`config.mk`:
```
export PLATFORM = sky130hd
export DESIGN_NAME = clint_bus_arbiter
export DESIGN_NICKNAME = d
export VERILOG_FILES = /design/src/rtl/clint_bus_arbiter.sv
export SDC_FILE = /design/constraint.sdc
export NUM_CORES = 1
export LEC_CHECK = 0
export BUFFER_PORTS_ARGS = -buffer_cell sky130_fd_sc_hd__buf_2
export CORE_AREA = 3 3 174 176
export CTS_CLUSTER_SIZE = 24
export DETAILED_ROUTE_END_ITERATION = 12
export DIE_AREA = 0 0 177 179
export PLACE_DENSITY = 0.63
export SLEW_MARGIN = 20
export SYNTH_ARGS = -nofsm -noshare
export SYNTH_HDL_FRONTEND = slang
export SYNTH_SLANG_ARGS = --single-unit
```
`constraint.sdc`:
```
create_clock -name clk -period 2.2 [get_ports clk]
set_input_delay 0.44 -clock clk [delete_from_list [all_inputs] [get_ports clk]]
set_output_delay 0.44 -clock clk [all_outputs]
set_load 0.01 [all_outputs]
```
`src/rtl/clint_bus_arbiter.sv`:
```
// rtl/clint_bus_arbiter.sv - two-master round-robin arbiter in front of the CLINT slave port
//
// Purpose:
//   Shares the single CLINT register port (msip / mtimecmp / mtime) between
//   m0 (hart data port) and m1 (debug/DMA port). Only one transaction is in
//   flight at a time. Arbitration happens only in IDLE and is round-robin.
//   A granted access drives s_cs for one ACCESS cycle plus WAIT_CYCLES
//   cycles, captures s_ddata in the last chip-select cycle, then pulses the
//   winner's ack for one cycle.
//
// Optional feature macro: CLINT_ARB_ADDR_CHECK_EN
//   When defined, m0_err/m1_err are added and a granted request whose
//   address is not one of the three register bases is answered locally
//   (ack=1, rdata=0, err=1) without touching the slave.
//
// Ports:
//   clk, rst                 clock; asynchronous active-low reset
//   mX_req                   request, held with fields stable until mX_ack
//   mX_addr/wdata/rw/word    access fields, forwarded unchanged to s_*
//   mX_ack                   one-cycle completion pulse
//   mX_rdata                 captured read data, valid while mX_ack=1
//   mX_err                   (macro only) unmapped-address response flag
//   s_cs                     CLINT chip select
//   s_addr/wdata/rw/word     latched fields of the granted request
//   s_ddata                  CLINT read data (undriven by slave when s_cs=0)

module clint_bus_arbiter #(
  parameter int unsigned WAIT_CYCLES   = 1,
  parameter logic [15:0] MSIP_BASE     = 16'h0000,
  parameter logic [15:0] MTIMECMP_BASE = 16'h4000,
  parameter logic [15:0] MTIME_BASE    = 16'hbff8
) (
  input  logic        clk,
  input  logic        rst,

  input  logic        m0_req,
  input  logic [15:0] m0_addr,
  input  logic [63:0] m0_wdata,
  input  logic        m0_rw,
  input  logic [1:0]  m0_word,
  output logic        m0_ack,
  output logic [63:0] m0_rdata,

  input  logic        m1_req,
  input  logic [15:0] m1_addr,
  input  logic [63:0] m1_wdata,
  input  logic        m1_rw,
  input  logic [1:0]  m1_word,
  output logic        m1_ack,
  output logic [63:0] m1_rdata,

  output logic        s_cs,
  output logic [15:0] s_addr,
  output logic [63:0] s_wdata,
  output logic        s_rw,
  output logic [1:0]  s_word,
`ifdef CLINT_ARB_ADDR_CHECK_EN
  output logic        m0_err,
  output logic        m1_err,
`endif
  input  logic [63:0] s_ddata
);

  // Elaboration-time sanity: the counter is 4 bits wide and the address
  // decode needs three distinct bases.
  generate
    if (WAIT_CYCLES < 1 || WAIT_CYCLES > 15) begin : g_bad_wait
      $error("clint_bus_arbiter: WAIT_CYCLES must be within 1..15");
    end
    if (MSIP_BASE == MTIMECMP_BASE || MSIP_BASE == MTIME_BASE ||
        MTIMECMP_BASE == MTIME_BASE) begin : g_bad_base
      $error("clint_bus_arbiter: register bases must be distinct");
    end
  endgenerate

  typedef enum logic [1:0] {
    ST_IDLE,
    ST_ACCESS,
    ST_WAIT,
    ST_RESP
  } state_t;

  localparam logic [3:0] WAIT_LOAD = 4'(WAIT_CYCLES - 1);

  state_t      r_state;
  logic        r_gnt;         // id of the master owning the current transaction
  logic        r_last_grant;  // id of the most recent winner (for round-robin)
  logic [3:0]  r_wait_cnt;

  // Arbitration: a lone requester always wins; on a tie the master that did
  // not win last time is chosen, which makes grants alternate under load.
  logic        w_any_req;
  logic        w_gnt_id;
  logic [15:0] w_addr;
  logic [63:0] w_wdata;
  logic        w_rw;
  logic [1:0]  w_word;

  always_comb begin
    w_any_req = m0_req | m1_req;
    w_gnt_id  = (m0_req && m1_req) ? ~r_last_grant : m1_req;
    w_addr    = w_gnt_id ? m1_addr  : m0_addr;
    w_wdata   = w_gnt_id ? m1_wdata : m0_wdata;
    w_rw      = w_gnt_id ? m1_rw    : m0_rw;
    w_word    = w_gnt_id ? m1_word  : m0_word;
  end

`ifdef CLINT_ARB_ADDR_CHECK_EN
  logic w_addr_ok;
  always_comb begin
    w_addr_ok = (w_addr == MSIP_BASE) || (w_addr == MTIMECMP_BASE) ||
                (w_addr == MTIME_BASE);
  end
`endif

  always_ff @(posedge clk or negedge rst) begin
    if (!rst) begin
      r_state      <= ST_IDLE;
      r_gnt        <= 1'b0;
      r_last_grant <= 1'b1;
      r_wait_cnt   <= 4'd0;
      s_cs         <= 1'b0;
      s_addr       <= 16'h0000;
      s_wdata      <= 64'h0;
      s_rw         <= 1'b0;
      s_word       <= 2'b00;
      m0_ack       <= 1'b0;
      m1_ack       <= 1'b0;
      m0_rdata     <= 64'h0;
      m1_rdata     <= 64'h0;
`ifdef CLINT_ARB_ADDR_CHECK_EN
      m0_err       <= 1'b0;
      m1_err       <= 1'b0;
`endif
    end else begin
      case (r_state)
        ST_IDLE: begin
          if (w_any_req) begin
            r_gnt        <= w_gnt_id;
            r_last_grant <= w_gnt_id;
            s_addr       <= w_addr;
            s_wdata      <= w_wdata;
            s_rw         <= w_rw;
            s_word       <= w_word;
`ifdef CLINT_ARB_ADDR_CHECK_EN
            // Unmapped offset: answer locally, slave never sees a chip select.
            if (!w_addr_ok) begin
              r_state <= ST_RESP;
              if (w_gnt_id) begin
                m1_ack   <= 1'b1;
                m1_rdata <= 64'h0;
                m1_err   <= 1'b1;
              end else begin
                m0_ack   <= 1'b1;
                m0_rdata <= 64'h0;
                m0_err   <= 1'b1;
              end
            end else
`endif
            begin
              s_cs    <= 1'b1;
              r_state <= ST_ACCESS;
            end
          end
        end

        ST_ACCESS: begin
          // The slave registers ddata at the end of this cycle; hold cs for
          // WAIT_CYCLES more cycles before sampling.
          r_wait_cnt <= WAIT_LOAD;
          r_state    <= ST_WAIT;
        end

        ST_WAIT: begin
          if (r_wait_cnt == 4'd0) begin
            // Last chip-select cycle: capture data and raise the ack register
            // so the pulse appears in the RESP cycle together with rdata.
            s_cs    <= 1'b0;
            r_state <= ST_RESP;
            if (r_gnt) begin
              m1_rdata <= s_ddata;
              m1_ack   <= 1'b1;
            end else begin
              m0_rdata <= s_ddata;
              m0_ack   <= 1'b1;
            end
          end else begin
            r_wait_cnt <= r_wait_cnt - 4'd1;
          end
        end

        ST_RESP: begin
          m0_ack  <= 1'b0;
          m1_ack  <= 1'b0;
`ifdef CLINT_ARB_ADDR_CHECK_EN
          m0_err  <= 1'b0;
          m1_err  <= 1'b0;
`endif
          r_state <= ST_IDLE;
        end

        default: begin
          s_cs    <= 1'b0;
          r_state <= ST_IDLE;
        end
      endcase
    end
  end

endmodule

```
## Yosys cells after proc, flatten, opt, wreduce, memory -nomap -nowiden

Cells that the tools add are included.

| word-level totals | value |
|---|---|
| bits in writable memories | 0 |
| memory bits (read-only) | 0 |
| register bits after elaboration | 222 |
| memories | 0 |
| latch bits | 0 |
| logic and storage cells | 58 |

| operators by class | value |
|---|---|
| $lt $le $gt $ge | 0 |
| reductions and logical operators | 14 |
| shifts and indexed selects | 0 |
| bitwise gates (word level) | 3 |
| divide/modulo/power cells | 0 |
| $add $sub $neg | 1 |
| multiply operators | 0 |
| equality and inequality tests | 8 |
| mux-type cells | 19 |

Operator list:

| operator | number |
|---|---|
| 64-bit 2-to-1 mux | 1 |
| 16-bit 2-to-1 mux | 1 |
| 3-bit AND reduction | 5 |
| 2-bit inequality test, second input constant | 5 |
| 1-bit 2-to-1 mux | 8 |
| 2-bit one-hot mux with 4 select lines | 1 |
| 4-bit one-hot mux with 2 select lines | 1 |
| 2-bit 2-to-1 mux | 3 |
| 1-bit one-hot mux with 2 select lines | 3 |
| 2-bit AND reduction | 3 |
| 2-bit nonzero test | 3 |
| 2-bit == test, second input constant | 2 |
| 4-bit logical NOT | 1 |
| 4-bit 2-to-1 mux | 1 |
| 4-bit by 1-bit subtractor with 4-bit output, second input constant | 1 |
| 2-bit by 1-bit == test with 1-bit output, second input constant | 1 |
| 2-bit logical NOT | 1 |
| 1-bit NOT | 2 |
| 1-bit logical AND | 1 |
| 1-bit OR | 1 |

## Depth between registers and ports, before layout

| logic depth | value |
|---|---|
| depth after elaboration | 3 |
| depth in mapped cells | 8 |
| gate-level depth less buffers | 5 |

## Worst setup path after synthesis

No wires, ideal clock.

| timing path | value |
|---|---|
| kind | register to register |
| from | reg r_state[0] |
| to | reg m0_rdata[0] |
| library setup time | 125 ps |
| setup slack | 400 ps |
| data required time | 2075 ps |
| arrival time | 1675 ps |
| stages on the path, launching flop included | 8 |
| cell sequence | dfrtp_1 -> inv_1 -> ha_1 -> and4bb_4 -> nor2b_4 -> buf_8 -> buf_12 -> mux2_4 |

| between the ends | value |
|---|---|
| longest elaborated chain between the ends | 2 |

Ends and longest elaborated chain:

| item | line | source |
|---|---|---|
| start: declaration | 85 | `state_t r_state;` |
| start signal: assignment | 118 | `r_state <= ST_IDLE;` |
| start signal: assignment | 162 | `r_state <= ST_ACCESS;` |
| start signal: assignment | 171 | `r_state <= ST_WAIT;` |
| 2-bit == test | 136 | `case (r_state)` |
| 3-bit AND reduction (no source line) | - |  |
| end signal: assignment | 184 | `m0_rdata <= s_ddata;` |
| end: declaration | 42 | `output logic [63:0] m0_rdata,` |

Every way passes these cells.
A chain may end at the register's enable or synchronous reset.

## Final worst setup path

| timing path | value |
|---|---|
| from | reg r_wait_cnt[0] |
| to | reg m0_rdata[40] |

| between the ends | value |
|---|---|
| longest elaborated chain between the ends | 2 |

Ends and longest elaborated chain:

| item | line | source |
|---|---|---|
| start: declaration | 88 | `logic [3:0] r_wait_cnt;` |
| start signal: assignment | 188 | `r_wait_cnt <= r_wait_cnt - 4'd1;` |
| 4-bit logical NOT | 175 | `if (r_wait_cnt == 4'd0) begin` |
| 3-bit AND reduction (no source line) | - |  |

Every way passes these cells.

==> results.yml <==
timing:
  fin_crit_ns: 2.08
  rsz0062_at_grt: "no"
  max_freq_ghz: 0.481
  hold_violations: 0
  slew_headroom_pct: 49.1
  finalSetupViolCount: 0
  period_share_pct: 94.5
  setup-tns-final_ns: 0
  drv_slew: 0
  skew_ns: 0.00667
  worstMarginPinSlew_ns: 0.760
clock_tree:
  hold_buffers: 1
  cts_tree: "built"
  cts_setup_buffers: 0
  numCtsBuffers: 24
  clkSinkCount: 222
  clock_latency_ns: 0.51
  ctsLongestPathBuffers: 3
  clkTransAtPathRegs_ns: 0.06
  cts-root-buf: "clkbuf_16"
  htreeDepth: 1
  cts-resized-gates: 0
cells_and_area:
  drive_gt1_share_pct: 50.3
  multiInputGateArea_mm2: 0.00361
  fin_nets: 1395
  ff_latch_area_mm2: 0.00556
  area.growth.synth_to_final_pct: 38.3
  fill_cells: 2679
routing:
  drc: 0
  wl_um: 27900
  routed_via_density: 4.49
  routedWlPerCell_um: 17.9
  ant_nets: 0
  dr.pass1.iters: 4
  drt-initial-drc-count: 214
  num_vias: 7000
critical_path:
  crit-reg2reg-capture: "m0_rdata[40]"
  critPathKind: "register to register"
  cp_max_fo: 30
  cp-endpoint: "m0_rdata[40]"
  crit_arrival_ns: 2.47
  reg2regPathDepth: 7
  regToRegSetupSlack_ns: 0.12
  cp_cell_sequence: "inv_1, ha_1, and4bb_4, nor2b_4, buf_12, buf_4, mux2_4"
  cp-start-kind: "register"
  slowest_delay_ns: 0.40
  required_ns: 2.59
  critPathLaunch: "r_wait_cnt[0]"
  reg2reg_from: "r_wait_cnt[0]"
  cp-end-kind: "register"
  crit_slowest_cell: "dfrtp_1"
floorplanning:
  dieArea_mm2: 0.0317
  rows: 62
  num_io_pins: 448
  die_w_um: 177
  die_y_um: 179
  start_util_pct: 33.0
  coreArea_mm2: 0.0288
power_and_ir_drop:
  p_total_mw: 19.3
  cellPowerDensity_mw_per_mm2: 1470
  leakagePower_nw: 6.89
  ir_drop_uv: 555
logic_synthesis:
  synth_area_mm2: 0.00950
  synthArstFlopShare_pct: 100
  ys_types: 37
  seq_area_frac_synth_pct: 58.5
  syn_area_per_cell_um2: 13.7
  synth_flop_cell: "dfrtp_1"
  syn-instance-count: 695
  synth-edff-count: 0
  yosysWarnings: 0
  synth_fp_nets: 936
  synth_seq_cells: 222
global_route:
  grt_usage_pct: 16.5
  grt_overflow: 0
  grt_start_max_net_pins: 63
  antenna_found_initial: 9
  grt_pass1_vias: 6998
  grt_first_pass_wirelength_um: 40700
placed_design:
  gp_congestion: 0.768
  hpwl_um: 21800
  port_buffers: 447
run_status:
  outcome: "complete, no violations"
hold_path:
  min-delay-path-class: "primary input to register"
  holdPathStages: 2
run:
  drv_cap: 0
==> final cells by class <==
cell class / instances / share of cell area, %
antenna: 2 / 0.0381
clock buffer: 35 / 5.50
clock inverter: 9 / 0.962
inverter: 7 / 0.200
multi-input combinational: 424 / 27.5
sequential: 222 / 42.3
tap: 384 / 3.66
timing repair buffer: 475 / 19.9
==> worst min path at each step <==
stage | startpoint | slack [ns] | to
floorplan | rst | 0.14 | m0_ack
global placement | rst | 0.40 | m1_rdata[0]
detailed placement | rst | 0.40 | m1_rdata[0]
CTS | s_ddata[17] | 0.13 | m1_rdata[17]
global route | s_ddata[46] | 0.13 | m1_rdata[46]
finish | s_ddata[61] | 0.16 | m1_rdata[61]
==> metal layers <==
layer / GRT usage [%] / up-vias / share of wire [%]
li1: - / 3344 / -
met1: 20.6 / 3281 / 40
met2: 28.4 / 315 / 49
met3: 4.68 / 46 / 9.2
met4: 3.57 / 14 / 2.0
met5: 0 / - / 0.41
==> Yosys cell counts, drive strengths merged, types with 2 or more instances <==
cell | count | area (um2)
a21oi | 3 | 15.0
a31oi | 2 | 12.5
buf | 28 | 272
clkbuf | 14 | 52.6
dfrtp | 221 | 5530
ha | 7 | 87.6
inv | 7 | 26.3
mux2 | 129 | 1680
mux2i | 86 | 861
nand2 | 88 | 333
nand2b | 2 | 12.5
nor2 | 2 | 7.51
nor2b | 2 | 20.0
nor3b | 2 | 15.0
o21ai | 89 | 445
==> registers in the layout, summed over array words and instances, names as in the netlist <==
register / count
m1_ack: 1
r_last_grant: 1
r_state: 2
s_rw: 1
r_gnt: 1
s_cs: 1
s_wdata: 64
s_addr: 16
m1_rdata: 64
r_wait_cnt: 4
m0_ack: 1
s_word: 2
m0_rdata: 64
==> cell families (layout without fill, tap and decap cells) <==
kind of cell / Yosys count / count (layout) / share of synthesized area [%]
compound gates: 99 / 99 / 5.45
fa+ha+maj: 7 / 7 / 0.922
buf+inv: 49 / 526 / 3.69
flops: 222 / 222 / 58.5
mux: 215 / 215 / 26.7
other cells: 0 / 2 / 0
simple gates: 103 / 103 / 4.74
==> critical path: cells and delay by family, from the launching register on <==
family / cells / cell delay [ns]
adders and majority gates: 1 / 0.22
buffers and inverters: 3 / 0.57
DFF: 1 / 0.40
muxes: 1 / 0.31
and+or+nand+nor: 2 / 0.43
==> metrics by stage <==
stage	area [um2]	worst slack, ns	util [%]	hold slack (ns)	cells
2_1_floorplan	9500	0.400	-	0.144	695
3_3_place_gp	12300	0.220	42.7	0.399	1511
3_5_place_dp	12300	0.157	42.7	0.397	1511
4_1_cts	13100	0.119	45.6	0.126	1556
5_1_grt	13100	0.0245	45.6	0.132	1557
6_report	13100	0.121	45.7	0.161	1558
==> power by group <==
group	total [mW]	leakage, nW	switching, mW	internal (mW)
logic	7.75	3.80	3.98	3.77
registers	7.28	2.68	1.13	6.16
clock network	4.27	0.419	1.64	2.63
==> cell usage in the layout, fill, tap and decap left out, types with 2 or more instances in the layout <==
master     count
a31oi_1        2
buf_2        446
buf_12        12
mux2_2         9
nand2_1       87
clkbuf_1       4
mux2_4        60
mux2i_1       86
mux2_1        60
clkbuf_8       6
nor2_1         2
a21oi_1        3
inv_1          7
ha_1           7
nand2b_1       2
nor3b_1        2
dfrtp_1      221
o21ai_0       88
diode_2        2
bufinv_16      3
clkbuf_16     25
clkinv_2       4
buf_4         15
Power figures use the tool's default switching activity.
